==> src/rtl/ah_stream_pkg.sv <==
// rtl/ah_stream_pkg.sv - shared types and helpers for the stream mux/demux fabric
//
// Contents:
//   arb_state_t : arbitration state (ST_IDLE picks a source, ST_LOCK holds it)
//   sel_width() : source-index width, max(1, $clog2(n))

package ah_stream_pkg;

  typedef enum logic [0:0] {
    ST_IDLE = 1'b0,
    ST_LOCK = 1'b1
  } arb_state_t;

  // A single source still needs a 1-bit index so select ports never vanish.
  function automatic int sel_width(input int n);
    return (n <= 1) ? 1 : $clog2(n);
  endfunction

endpackage

==> src/rtl/ah_rr_arbiter.sv <==
// rtl/ah_rr_arbiter.sv - combinational circular priority pick
//
// Picks the first set request bit scanning circularly from ptr+1.
// Ports:
//   req  in  NUM_ING  request vector
//   ptr  in  SEL_W    last served index (lowest priority this round)
//   any  out 1        at least one request is set
//   idx  out SEL_W    winning index (0 when any=0)

module ah_rr_arbiter
  import ah_stream_pkg::*;
#(
  parameter int NUM_ING = 18,
  parameter int SEL_W   = sel_width(NUM_ING)
) (
  input  logic [NUM_ING-1:0] req,
  input  logic [SEL_W-1:0]   ptr,
  output logic               any,
  output logic [SEL_W-1:0]   idx
);

  logic             up_hit;
  logic [SEL_W-1:0] up_idx;
  logic             lo_hit;
  logic [SEL_W-1:0] lo_idx;

  // Two candidates: the lowest request strictly above ptr, and the lowest
  // request overall. The first wins when present; otherwise the scan wraps.
  // Scanning downward lets later (lower) hits overwrite earlier ones.
  always_comb begin
    up_hit = 1'b0;
    up_idx = '0;
    lo_hit = 1'b0;
    lo_idx = '0;
    for (int i = NUM_ING - 1; i >= 0; i--) begin
      if (req[i]) begin
        lo_hit = 1'b1;
        lo_idx = SEL_W'(i);
        if (SEL_W'(i) > ptr) begin
          up_hit = 1'b1;
          up_idx = SEL_W'(i);
        end
      end
    end
  end

  assign any = lo_hit;
  assign idx = up_hit ? up_idx : lo_idx;

endmodule

==> src/rtl/ah_rr_arb_mux.sv <==
// rtl/ah_rr_arb_mux.sv - round-robin packet-locked N-to-1 stream mux with registered egress
//
// Gathers packets from NUM_ING ingress streams onto one egress stream. Grant
// is held from arbitration until the granted port's last beat. Each egress
// beat carries the index of the ingress it came from.
// Ports:
//   clk         in  1               rising-edge clock
//   rst         in  1               synchronous active-high reset
//   ing_data    in  NUM_ING*DATA_W  flattened payloads, port i at [i*DATA_W +: DATA_W]
//   ing_valid   in  NUM_ING         per-port valid
//   ing_last    in  NUM_ING         per-port end-of-packet
//   ing_ready   out NUM_ING         per-port ready (only the granted port, only in LOCK)
//   egr_data    out DATA_W          registered payload
//   egr_select  out SEL_W           registered source index
//   egr_last    out 1               registered end-of-packet
//   egr_valid   out 1               registered valid
//   egr_ready   in  1               downstream ready

module ah_rr_arb_mux
  import ah_stream_pkg::*;
#(
  parameter int NUM_ING = 18,
  parameter int DATA_W  = 9,
  parameter int SEL_W   = sel_width(NUM_ING)
) (
  input  logic                       clk,
  input  logic                       rst,
  input  logic [NUM_ING*DATA_W-1:0]  ing_data,
  input  logic [NUM_ING-1:0]         ing_valid,
  input  logic [NUM_ING-1:0]         ing_last,
  output logic [NUM_ING-1:0]         ing_ready,
  output logic [DATA_W-1:0]          egr_data,
  output logic [SEL_W-1:0]           egr_select,
  output logic                       egr_last,
  output logic                       egr_valid,
  input  logic                       egr_ready
);

  arb_state_t       state;
  logic [SEL_W-1:0] gnt;
  logic [SEL_W-1:0] ptr;

  logic             arb_any;
  logic [SEL_W-1:0] arb_idx;

  logic              sel_valid;
  logic              sel_last;
  logic [DATA_W-1:0] sel_data;
  logic              gnt_ready;
  logic              xfer;

  ah_rr_arbiter #(
    .NUM_ING (NUM_ING),
    .SEL_W   (SEL_W)
  ) u_arb (
    .req (ing_valid),
    .ptr (ptr),
    .any (arb_any),
    .idx (arb_idx)
  );

  // Granted port's beat, selected by compare rather than by indexing with gnt
  // so the mux stays width-clean for any NUM_ING.
  always_comb begin
    sel_valid = 1'b0;
    sel_last  = 1'b0;
    sel_data  = '0;
    for (int i = 0; i < NUM_ING; i++) begin
      if (gnt == SEL_W'(i)) begin
        sel_valid = ing_valid[i];
        sel_last  = ing_last[i];
        sel_data  = ing_data[i*DATA_W +: DATA_W];
      end
    end
  end

  // Output register can take a beat when empty or being drained this cycle.
  // Depends only on state and egress handshake, never on ing_valid.
  assign gnt_ready = (state == ST_LOCK) & (~egr_valid | egr_ready);
  assign xfer      = gnt_ready & sel_valid;

  always_comb begin
    ing_ready = '0;
    for (int i = 0; i < NUM_ING; i++) begin
      ing_ready[i] = gnt_ready & (gnt == SEL_W'(i));
    end
  end

  always_ff @(posedge clk) begin
    if (rst) begin
      state      <= ST_IDLE;
      gnt        <= '0;
      ptr        <= SEL_W'(NUM_ING - 1);
      egr_valid  <= 1'b0;
      egr_data   <= '0;
      egr_select <= '0;
      egr_last   <= 1'b0;
    end else begin
      case (state)
        ST_IDLE: begin
          if (arb_any) begin
            gnt   <= arb_idx;
            state <= ST_LOCK;
          end
        end
        ST_LOCK: begin
          // Grant is released only by the last beat; a granted port that
          // drops valid mid-packet simply stalls the mux.
          if (xfer && sel_last) begin
            ptr   <= gnt;
            state <= ST_IDLE;
          end
        end
        default: state <= ST_IDLE;
      endcase

      if (xfer) begin
        egr_data   <= sel_data;
        egr_select <= gnt;
        egr_last   <= sel_last;
        egr_valid  <= 1'b1;
      end else if (egr_ready) begin
        egr_valid  <= 1'b0;
      end
    end
  end

endmodule

==> config.mk <==
export PLATFORM = sky130hd
export DESIGN_NAME = ah_rr_arb_mux
export DESIGN_NICKNAME = d
export VERILOG_FILES = /design/src/rtl/ah_stream_pkg.sv /design/src/rtl/ah_rr_arbiter.sv /design/src/rtl/ah_rr_arb_mux.sv
export SDC_FILE = /design/constraint.sdc
export NUM_CORES = 1
export LEC_CHECK = 0
export CORE_ASPECT_RATIO = 0.75
export CORE_MARGIN = 2
export CORE_UTILIZATION = 42
export CTS_CLUSTER_DIAMETER = 60
export DETAILED_ROUTE_END_ITERATION = 16
export PLACE_DENSITY = 0.95
export SLEW_MARGIN = 20
export SYNTH_ARGS = -nofsm -noshare
export SYNTH_HDL_FRONTEND = slang
export SYNTH_SLANG_ARGS = --single-unit
==> constraint.sdc <==
create_clock -name clk -period 7.5 [get_ports clk]
set_clock_uncertainty 0.2 [all_clocks]
set_input_delay 1.5 -clock clk [delete_from_list [all_inputs] [get_ports clk]]
set_output_delay 1.5 -clock clk [all_outputs]
set_load 0.01 [all_outputs]
# Word level (Yosys, flattened, before mapping)
# Cells that the tools add are included.
dict set report word_totals {
  regBits 27
  latchBits 0
  ramBits 0
  mem_bits_ro 0
  inputBits 201
  out_inout_bits 34
  elab_cells 238
  mem_count 0
}
dict set report op_classes {
  add_sub_neg 0
  mul 0
  div 0
  order_cmp 18
  n_eq_ne 17
  n_shift 0
  n_mux 168
  bitwise 23
  n_reduce_logical 5
}
# cell count
set op_table {}
lappend op_table {{5-bit two-way mux} 55}
lappend op_table {{9-bit two-way mux} 18}
lappend op_table {{1-bit two-way mux} 94}
lappend op_table {{5-bit by 4-bit equality test with 1-bit output (second input constant)} 8}
lappend op_table {{4-bit by 5-bit greater-than comparator with 1-bit output (first input constant)} 8}
lappend op_table {{1-bit AND} 20}
lappend op_table {{5-bit by 3-bit equality test with 1-bit output (second input constant)} 4}
lappend op_table {{3-bit by 5-bit greater-than comparator with 1-bit output (first input constant)} 4}
lappend op_table {{5-bit by 2-bit equality test with 1-bit output (second input constant)} 2}
lappend op_table {{5-bit equality test (second input constant)} 2}
lappend op_table {{1-bit by 5-bit greater-than comparator with 1-bit output (first input constant)} 2}
lappend op_table {{2-bit by 5-bit greater-than comparator with 1-bit output (first input constant)} 2}
lappend op_table {{5-bit greater-than comparator (first input constant)} 2}
lappend op_table {{5-bit by 1-bit equality test with 1-bit output (second input constant)} 1}
lappend op_table {{5-bit logical NOT} 1}
lappend op_table {{2-bit AND reduction} 2}
lappend op_table {{1-bit inverter} 2}
lappend op_table {{1-bit one-hot mux with 2 select lines} 1}
lappend op_table {{2-bit nonzero test} 1}
lappend op_table {{1-bit logical AND} 1}
lappend op_table {{1-bit OR} 1}

# Depth between registers and ports, before layout
# Gate-level depths: netlist of run 1.
dict set report depth {
  ltp_word 38
  ltp_mapped 12
  ltp_nobuf 8
}

# Modules after synthesis
# A second synthesis of run 1 with hierarchy kept.
dict set report unflattened {
  hier_cells 594
  hier_area_um2 4210.3
}
# mod n_inst cells_per_inst area_each_um2 seq_area_each_um2
set by_module_without_submodules {}
lappend by_module_without_submodules {ah_rr_arb_mux 1 475 3464.6 540.5}
lappend by_module_without_submodules {ah_rr_arbiter 1 119 745.7 0.0}

# Worst setup path before layout of run 1
# OpenSTA, ideal clock, no wires.
dict set report synth_path {
  path_type {input to output}
  start {input egr_ready}
  end {output ing_ready[15]}
  arrival_time_ns 2.397
  required_time_ns 5.800
  slack_ns 3.403
  stages 5
  path_buffers 2
  path_cell_list {nand2b_1 > nand2_1 > clkbuf_1 > buf_1 > nor2_1}
}
dict set report synth_via {
  elab_chain_len 3
}
# element line_no
set synth_lines {}
lappend synth_lines {{start: declaration} ah_rr_arb_mux.sv:36} ;# input logic egr_ready
lappend synth_lines {{1-bit OR} ah_rr_arb_mux.sv:79} ;# assign gnt_ready = (state == ST_LOCK) & (~egr_valid | egr_ready);
lappend synth_lines {{1-bit AND} ah_rr_arb_mux.sv:79}
lappend synth_lines {{1-bit AND} ah_rr_arb_mux.sv:85} ;# ing_ready[i] = gnt_ready & (gnt == SEL_W'(i));
lappend synth_lines {{end: declaration} ah_rr_arb_mux.sv:31} ;# output logic [NUM_ING-1:0] ing_ready,
# No other way between the ends.

# Worst setup path after layout of run 1
dict set report layout_path {
  start {input egr_ready}
  end {output ing_ready[3]}
}
# The elaborated chain is that of the path after synthesis.

==> results of run 1 <==
==> sequential cells by signal, indices dropped and copies added, names as in the netlist <==
| register | count |
|---|---|
| egr_last | 1 |
| egr_data | 9 |
| ptr | 5 |
| egr_valid | 1 |
| state | 1 |
| egr_select | 5 |
| gnt | 5 |
==> cells in the mapped netlist (4+ instances only) <==
cell	n	share of area, %
nor2_1	80	7.7
a211oi_1	9	1.7
o221ai_1	7	1.6
nand2_1	63	6.1
a31oi_1	8	1.3
a311oi_1	4	0.90
inv_1	18	1.7
mux2_2	9	2.6
nand2b_1	14	2.3
o21ai_0	37	4.8
o31ai_1	4	0.77
nor4_1	8	1.3
o211ai_1	6	1.2
dfxtp_1	27	14
o22ai_1	20	3.2
a21oi_1	43	5.5
a22o_1	4	0.90
mux2i_1	23	5.9
buf_2	12	1.5
nand3b_1	5	0.97
a221o_1	7	1.8
or2_2	4	0.64
clkbuf_1	27	2.6
a2111oi_0	5	1.1
buf_1	6	0.58
or3_1	5	0.80
nor3_1	30	3.9
a32oi_1	9	2.0
o21a_1	4	0.77
a221oi_1	10	2.3
nor2b_1	12	1.9
nand3_1	19	2.4
==> layout make-up <==
type / instances / area [um^2]
Timing Repair Buffer: 242 / 2400
Inverter: 18 / 67.6
Fill cell: 747 / 2680
Clock buffer: 3 / 75.1
Clock inverter: 1 / 8.76
Sequential cell: 27 / 543
Multi-Input combinational cell: 503 / 3090
Tap cell: 112 / 140
==> placed cells by master (no fill, tap or decap), types with 4 or more instances in the layout <==
| cell | n |
|---|---|
| a2111oi_0 | 5 |
| a211oi_1 | 9 |
| a21oi_1 | 43 |
| a221o_1 | 7 |
| a221oi_1 | 10 |
| a22o_1 | 4 |
| a311oi_1 | 4 |
| a31oi_1 | 8 |
| a32oi_1 | 9 |
| buf_4 | 8 |
| clkdlybuf4s50_1 | 234 |
| dfxtp_1 | 25 |
| inv_1 | 18 |
| mux2_2 | 9 |
| mux2i_1 | 23 |
| nand2_1 | 63 |
| nand2b_1 | 14 |
| nand3_1 | 19 |
| nand3b_1 | 5 |
| nor2_1 | 80 |
| nor2b_1 | 12 |
| nor3_1 | 30 |
| nor4_1 | 8 |
| o211ai_1 | 6 |
| o21a_1 | 4 |
| o21ai_0 | 37 |
| o221ai_1 | 7 |
| o22ai_1 | 20 |
| o31ai_1 | 4 |
| or2_2 | 4 |
| or3_1 | 5 |
==> logic make-up (layout without fill, tap and decap cells) <==
logic type | count (synthesis) | in the layout | share of synthesized area [%]
AO/OA/AOI/OAI | 216 | 216 | 39.3
adder cells (fa/ha/maj) | 1 | 1 | 0.257
buffers and inverters | 64 | 264 | 6.66
flip-flops | 27 | 27 | 13.9
multiplexers | 33 | 33 | 9.10
AND/OR/NAND/NOR | 253 | 253 | 30.8
==> worst max-delay path: stages <==
cell,delay (ps)
clkdlybuf4s50_1,470
nand2b_1,120
nand2_1,500
nor3_1,370
clkdlybuf4s50_1,570
==> stage by stage <==
| stage | cell area, um^2 | std cells |
|---|---|---|
| after detailed placement | 6240 | 902 |
| final | 6330 | 906 |
| after global placement | 6240 | 902 |
| after floorplan | 3890 | 594 |
| after CTS | 6330 | 906 |
| after global routing | 6330 | 906 |
==> power by group <==
part / internal [mW] / switching [mW] / total, mW
Combinational: 0.609 / 0.884 / 1.49
Clock: 0.0740 / 0.0586 / 0.133
Sequential: 0.196 / 0.0801 / 0.276
Total: 0.879 / 1.02 / 1.90
==> routing by layer <==
layer  global-route usage [%]  vias up
li1                         -     2655
met1                     51.7     2731
met2                     60.7      503
met3                     10.8       53
met4                     8.87        0
met5                        0        -
==> path summary, 6_finish.rpt <==
| kind | startpoint | endpoint | slack, ps |
|---|---|---|---|
| hold / removal | egr_data[8]$_SDFFE_PP0P_ | egr_data[8]$_SDFFE_PP0P_ | 300 |
| hold reg to reg | egr_data[8]$_SDFFE_PP0P_ | egr_data[8]$_SDFFE_PP0P_ | 300 |
| setup / recovery | egr_ready | ing_ready[3] | 2260 |
| setup reg to reg | gnt[0]$_SDFFE_PP0P_ | ptr[3]$_SDFFE_PP0P_ | 3440 |
==> results.ini, run 1 <==
[worst_setup_path]
cp.required_ps=5800
crit_arrival_ps=3540
crit_path_start_kind=input port
critPathCaptureType=output port
worstSetupPathType=in -> out
cp_max_fo=20
reg2regPathDepth=11

[power_and_ir_drop]
power_mw=1.90
p_per_area_nw_per_um2=300
p_leak_nw=2.26
ir_drop_v=0.000254

[clock_network]
htreeDepth=1
cts_tree=built
insertion_delay_ps=270
cts_root_buffer=clkbuf_16
hold_buffers=0
cts.sinks=27
cts.repair.resized=0
post-cts-setup-buffer-count=0
clockBufferDepth=2
cts_buffers=3
cts.clk_slew.worst_paths_ps=80

[global_routing]
antenna_found_initial=0
grt_usage_pct=38.3
grt_pass1_vias=5511
overflow=0
grt_pass1_wl_um=30000
grt_start_max_net_pins=46

[synthesis]
syn_nets=795
synth_flop_cell=dfxtp_1
avgSynthCellArea_um2=6.55
yosysUniqueCellTypes=66
ys_seq_area_share_pct=13.9
netlist_instances=594
synth-seq-cells=27
synthArstFlopShare_pct=0
synth-edff-count=0
synth_warnings=0
syn_area_um2=3890

[timing]
slew_viol_final=0
fin_crit_sh_pct=69.9
finalSetupViolCount=0
fin_setup_tns_ps=0
hold_slack_ps=299
clock.fmax_mhz=191
timing_hold_violations_final=0
period_minus_slack_ps=5240
grt_setup_unrepaired=false
slew_headroom_pct=43.1
max_slew.worst_pin.slew_ps=852
setup_slack_ps=2260

[final_layout]
final_nets=996
drive_gt1_share_pct=4.66
syn2layout_area_growth_pct=62.7
final_util_pct=70.2
n_antenna_cell=0

[floorplanning]
fp.dieW_um=115
die_y_um=87.3
core_um2=9010
row_count=30
initial_utilization_pct=43.2
die-area_um2=10100
io_pins=235

[placement]
port_buffers=234
post-dp-hpwl_um=15900
routabilityCongestion=0.962
dp_slack_ps=2310

[detailed_routing]
routed.top_layer=met4
drt-initial-drc-count=949
m1WireLength_um=8150
wl_um=20500
route.met3.wl_um=2910
via_count=5942
drc_errors=0
vias_per_cell=6.56
drt-pass1-iter-count=6
wl_per_cell_um=22.6
postRouteAntennaNets=0
wl_met2_um=8990

[run_status]
outcome=completed

[run]
maxCapViolCount=0

[min_path]
hold_path_depth=2
hold_class=reg -> reg

Note: power is estimated with default switching activity, not from simulation.
==> run 2, diff against run 1 <==
--- a/config.mk
+++ b/config.mk
@@ -7,10 +7,10 @@
 export LEC_CHECK = 0
 export CORE_ASPECT_RATIO = 0.75
 export CORE_MARGIN = 2
-export CORE_UTILIZATION = 42
+export CORE_UTILIZATION = 35
 export CTS_CLUSTER_DIAMETER = 60
 export DETAILED_ROUTE_END_ITERATION = 16
-export PLACE_DENSITY = 0.95
+export PLACE_DENSITY = 0.87
 export SLEW_MARGIN = 20
 export SYNTH_ARGS = -nofsm -noshare
 export SYNTH_HDL_FRONTEND = slang
==> constraint.sdc (replaced) <==
create_clock -name clk -period 4.8 [get_ports clk]
set_clock_uncertainty 0.2 [all_clocks]
set_input_delay 0.96 -clock clk [delete_from_list [all_inputs] [get_ports clk]]
set_output_delay 0.96 -clock clk [all_outputs]
set_load 0.01 [all_outputs]
==> run 2 against run 1 <==
Net effect:
- non-clock buffer count grew 7
- register-to-register slack got worse by 2500 ps
- final cell count is 4.1% higher
- largest power group unchanged
==> results.ini, run 2 (synthesized netlist as in run 1, its figures left out) <==
[run_status]
outcome=completed  ; unchanged

[final_layout]
drive_gt1_share_pct=5.49  ; was 4.66%
final_util_pct=59.1  ; was 70.2%
largest_reg_flops=9  ; unchanged
final_cell_mix=clkdlybuf4s50_1 (234), nor2_1 (80), nand2_1 (63)  ; unchanged
mostFrequentLayoutCell=clkdlybuf4s50_1  ; unchanged
nFillCells=1023  ; was 747
final_nets=1003  ; was 996
syn2layout_area_growth_pct=65.0  ; was 62.7%
regMostFlops=egr_data  ; unchanged
fin_cells=943  ; was 906

[power_and_ir_drop]
p_comb_share_pct=78.0  ; was 78.5%
p_leak_nw=2.29  ; was 2.26 nW
power.switching_mw=1.58  ; was 1.02 mW
p_clk_share_pct=6.5  ; was 7.0%
p_per_area_nw_per_um2=464  ; was 300 nW/um^2
p_sw_share_pct=53.1  ; was 53.8%
internal_power_mw=1.40  ; was 0.879 mW
pwr-share-seq_pct=15.6  ; was 14.5%
ir_drop_v=0.000315  ; was 0.000254 V

[clock_network]
cts.repair.resized=0  ; unchanged
insertion_delay_ps=260  ; was 270 ps
cts.clk_slew.worst_paths_ps=70  ; was 80 ps
post-cts-setup-buffer-count=0  ; unchanged
htreeDepth=1  ; unchanged
cts.sinks=27  ; unchanged
cts_buffers=3  ; unchanged
clockBufferDepth=2  ; unchanged
cts_root_buffer=clkbuf_16  ; unchanged
cts_tree=built  ; unchanged
hold_buffers=0  ; unchanged

[timing]
period_minus_slack_ps=4200
finalSetupViolCount=0  ; unchanged
fin_crit_sh_pct=87.5
timing_hold_violations_final=0  ; unchanged
slew_viol_final=0  ; unchanged
fin_setup_tns_ps=0  ; unchanged
max_slew.worst_pin.slew_ps=1040  ; was 852 ps
clock.fmax_mhz=238
slew_headroom_pct=30.4  ; was 43.1%
grt_setup_unrepaired=false  ; unchanged

[floorplanning]
die_y_um=95.3  ; was 87.3 um
die-area_um2=12000  ; was 10100 um^2
row_count=33  ; was 30
io_pins=235  ; unchanged
fp.dieW_um=126  ; was 115 um
core_um2=10900  ; was 9010 um^2
initial_utilization_pct=35.8  ; was 43.2%

[worst_setup_path]
crit_arrival_ps=3040  ; was 3540 ps
worstSetupPathType=reg -> out  ; was in -> out
reg2regPathDepth=8  ; was 11
crit_path_start_kind=flip-flop  ; was input port
regToRegSetupSlack_ps=920  ; was 3440 ps
cp.required_ps=3640  ; was 5800 ps
cp_max_fo=23  ; was 20
critPathCaptureType=output port  ; unchanged

[global_routing]
antenna_found_initial=2  ; was 0
overflow=0  ; unchanged
grt_pass1_vias=5369  ; was 5511
grt_start_max_net_pins=27  ; was 46
grt_usage_pct=31.0  ; was 38.3%
grt_pass1_wl_um=29400  ; was 30000 um

[detailed_routing]
wl_per_cell_um=21.2  ; was 22.6 um
via_count=5794  ; was 5942
drt-pass1-iter-count=7  ; was 6
drc_errors=0  ; unchanged
drt-initial-drc-count=644  ; was 949
postRouteAntennaNets=0  ; unchanged
vias_per_cell=6.14  ; was 6.56
wl_um=20000  ; was 20500 um

[placement]
port_buffers=234  ; unchanged
post-dp-hpwl_um=15900  ; about the same
routabilityCongestion=1.00  ; was 0.962
placed_cells=937  ; was 902

[run]
maxCapViolCount=0  ; unchanged

[min_path]
hold_class=reg -> reg  ; unchanged
hold_path_depth=2  ; unchanged

## run 2: final timing paths
kind                                               start                  endpoint
worst max-delay path                 gnt[4]$_SDFFE_PP0P_             ing_ready[14]
worst min-delay path            egr_data[8]$_SDFFE_PP0P_  egr_data[8]$_SDFFE_PP0P_
worst max register to register       gnt[2]$_SDFFE_PP0P_       ptr[3]$_SDFFE_PP0P_
worst min register to register  egr_data[8]$_SDFFE_PP0P_  egr_data[8]$_SDFFE_PP0P_
## run 2: layout make-up
cell class                      count  area (um^2)  area share (%)
Clock buffer                        3         75.1            1.17
Timing Repair Buffer              249         2450            38.2
Inverter                           18         67.6            1.05
Multi-Input combinational cell    503         3090            48.1
Tap cell                          140          175            2.73
Clock inverter                      1         7.51           0.117
Antenna cell                        2         5.00          0.0780
Sequential cell                    27          543            8.46
## run 2: through the flow
step | hold WS [ps] | worst slack [ps] | total power, mW | cell area [um^2]
floorplan | 290 | 1780 | 1.85 | 3890
global placement | 259 | 765 | 2.68 | 6330
detailed placement | 263 | 710 | 2.69 | 6330
CTS | 282 | 727 | 2.90 | 6410
global route | 292 | 522 | 3.15 | 6410
finish | 279 | 598 | 2.98 | 6420
## run 2: metal layers
layer,global-route usage (%),share of wire [%],up-vias
li1,-,-,2672
met1,43.3,42,2671
met2,48.8,44,426
met3,8.31,13,25
met4,5.31,1.0,0
met5,0,0,-
## run 2: power groups by stage
stage                     clock network [mW]  logic [mW]  registers, mW
after detailed placement                   0        2.23          0.457
after global routing                   0.202        2.48          0.476
after floorplan                            0        1.48          0.370
after global placement                     0        2.22          0.457
final                                  0.193        2.32          0.464
after CTS                              0.193        2.25          0.455
## run 2: critical path, cell delays in order, from the launching register on
cell and delay (ps):
dfxtp_1 580, buf_4 340, nor3b_1 580, nand3_1 420
nor2_1 260, clkdlybuf4s50_1 600
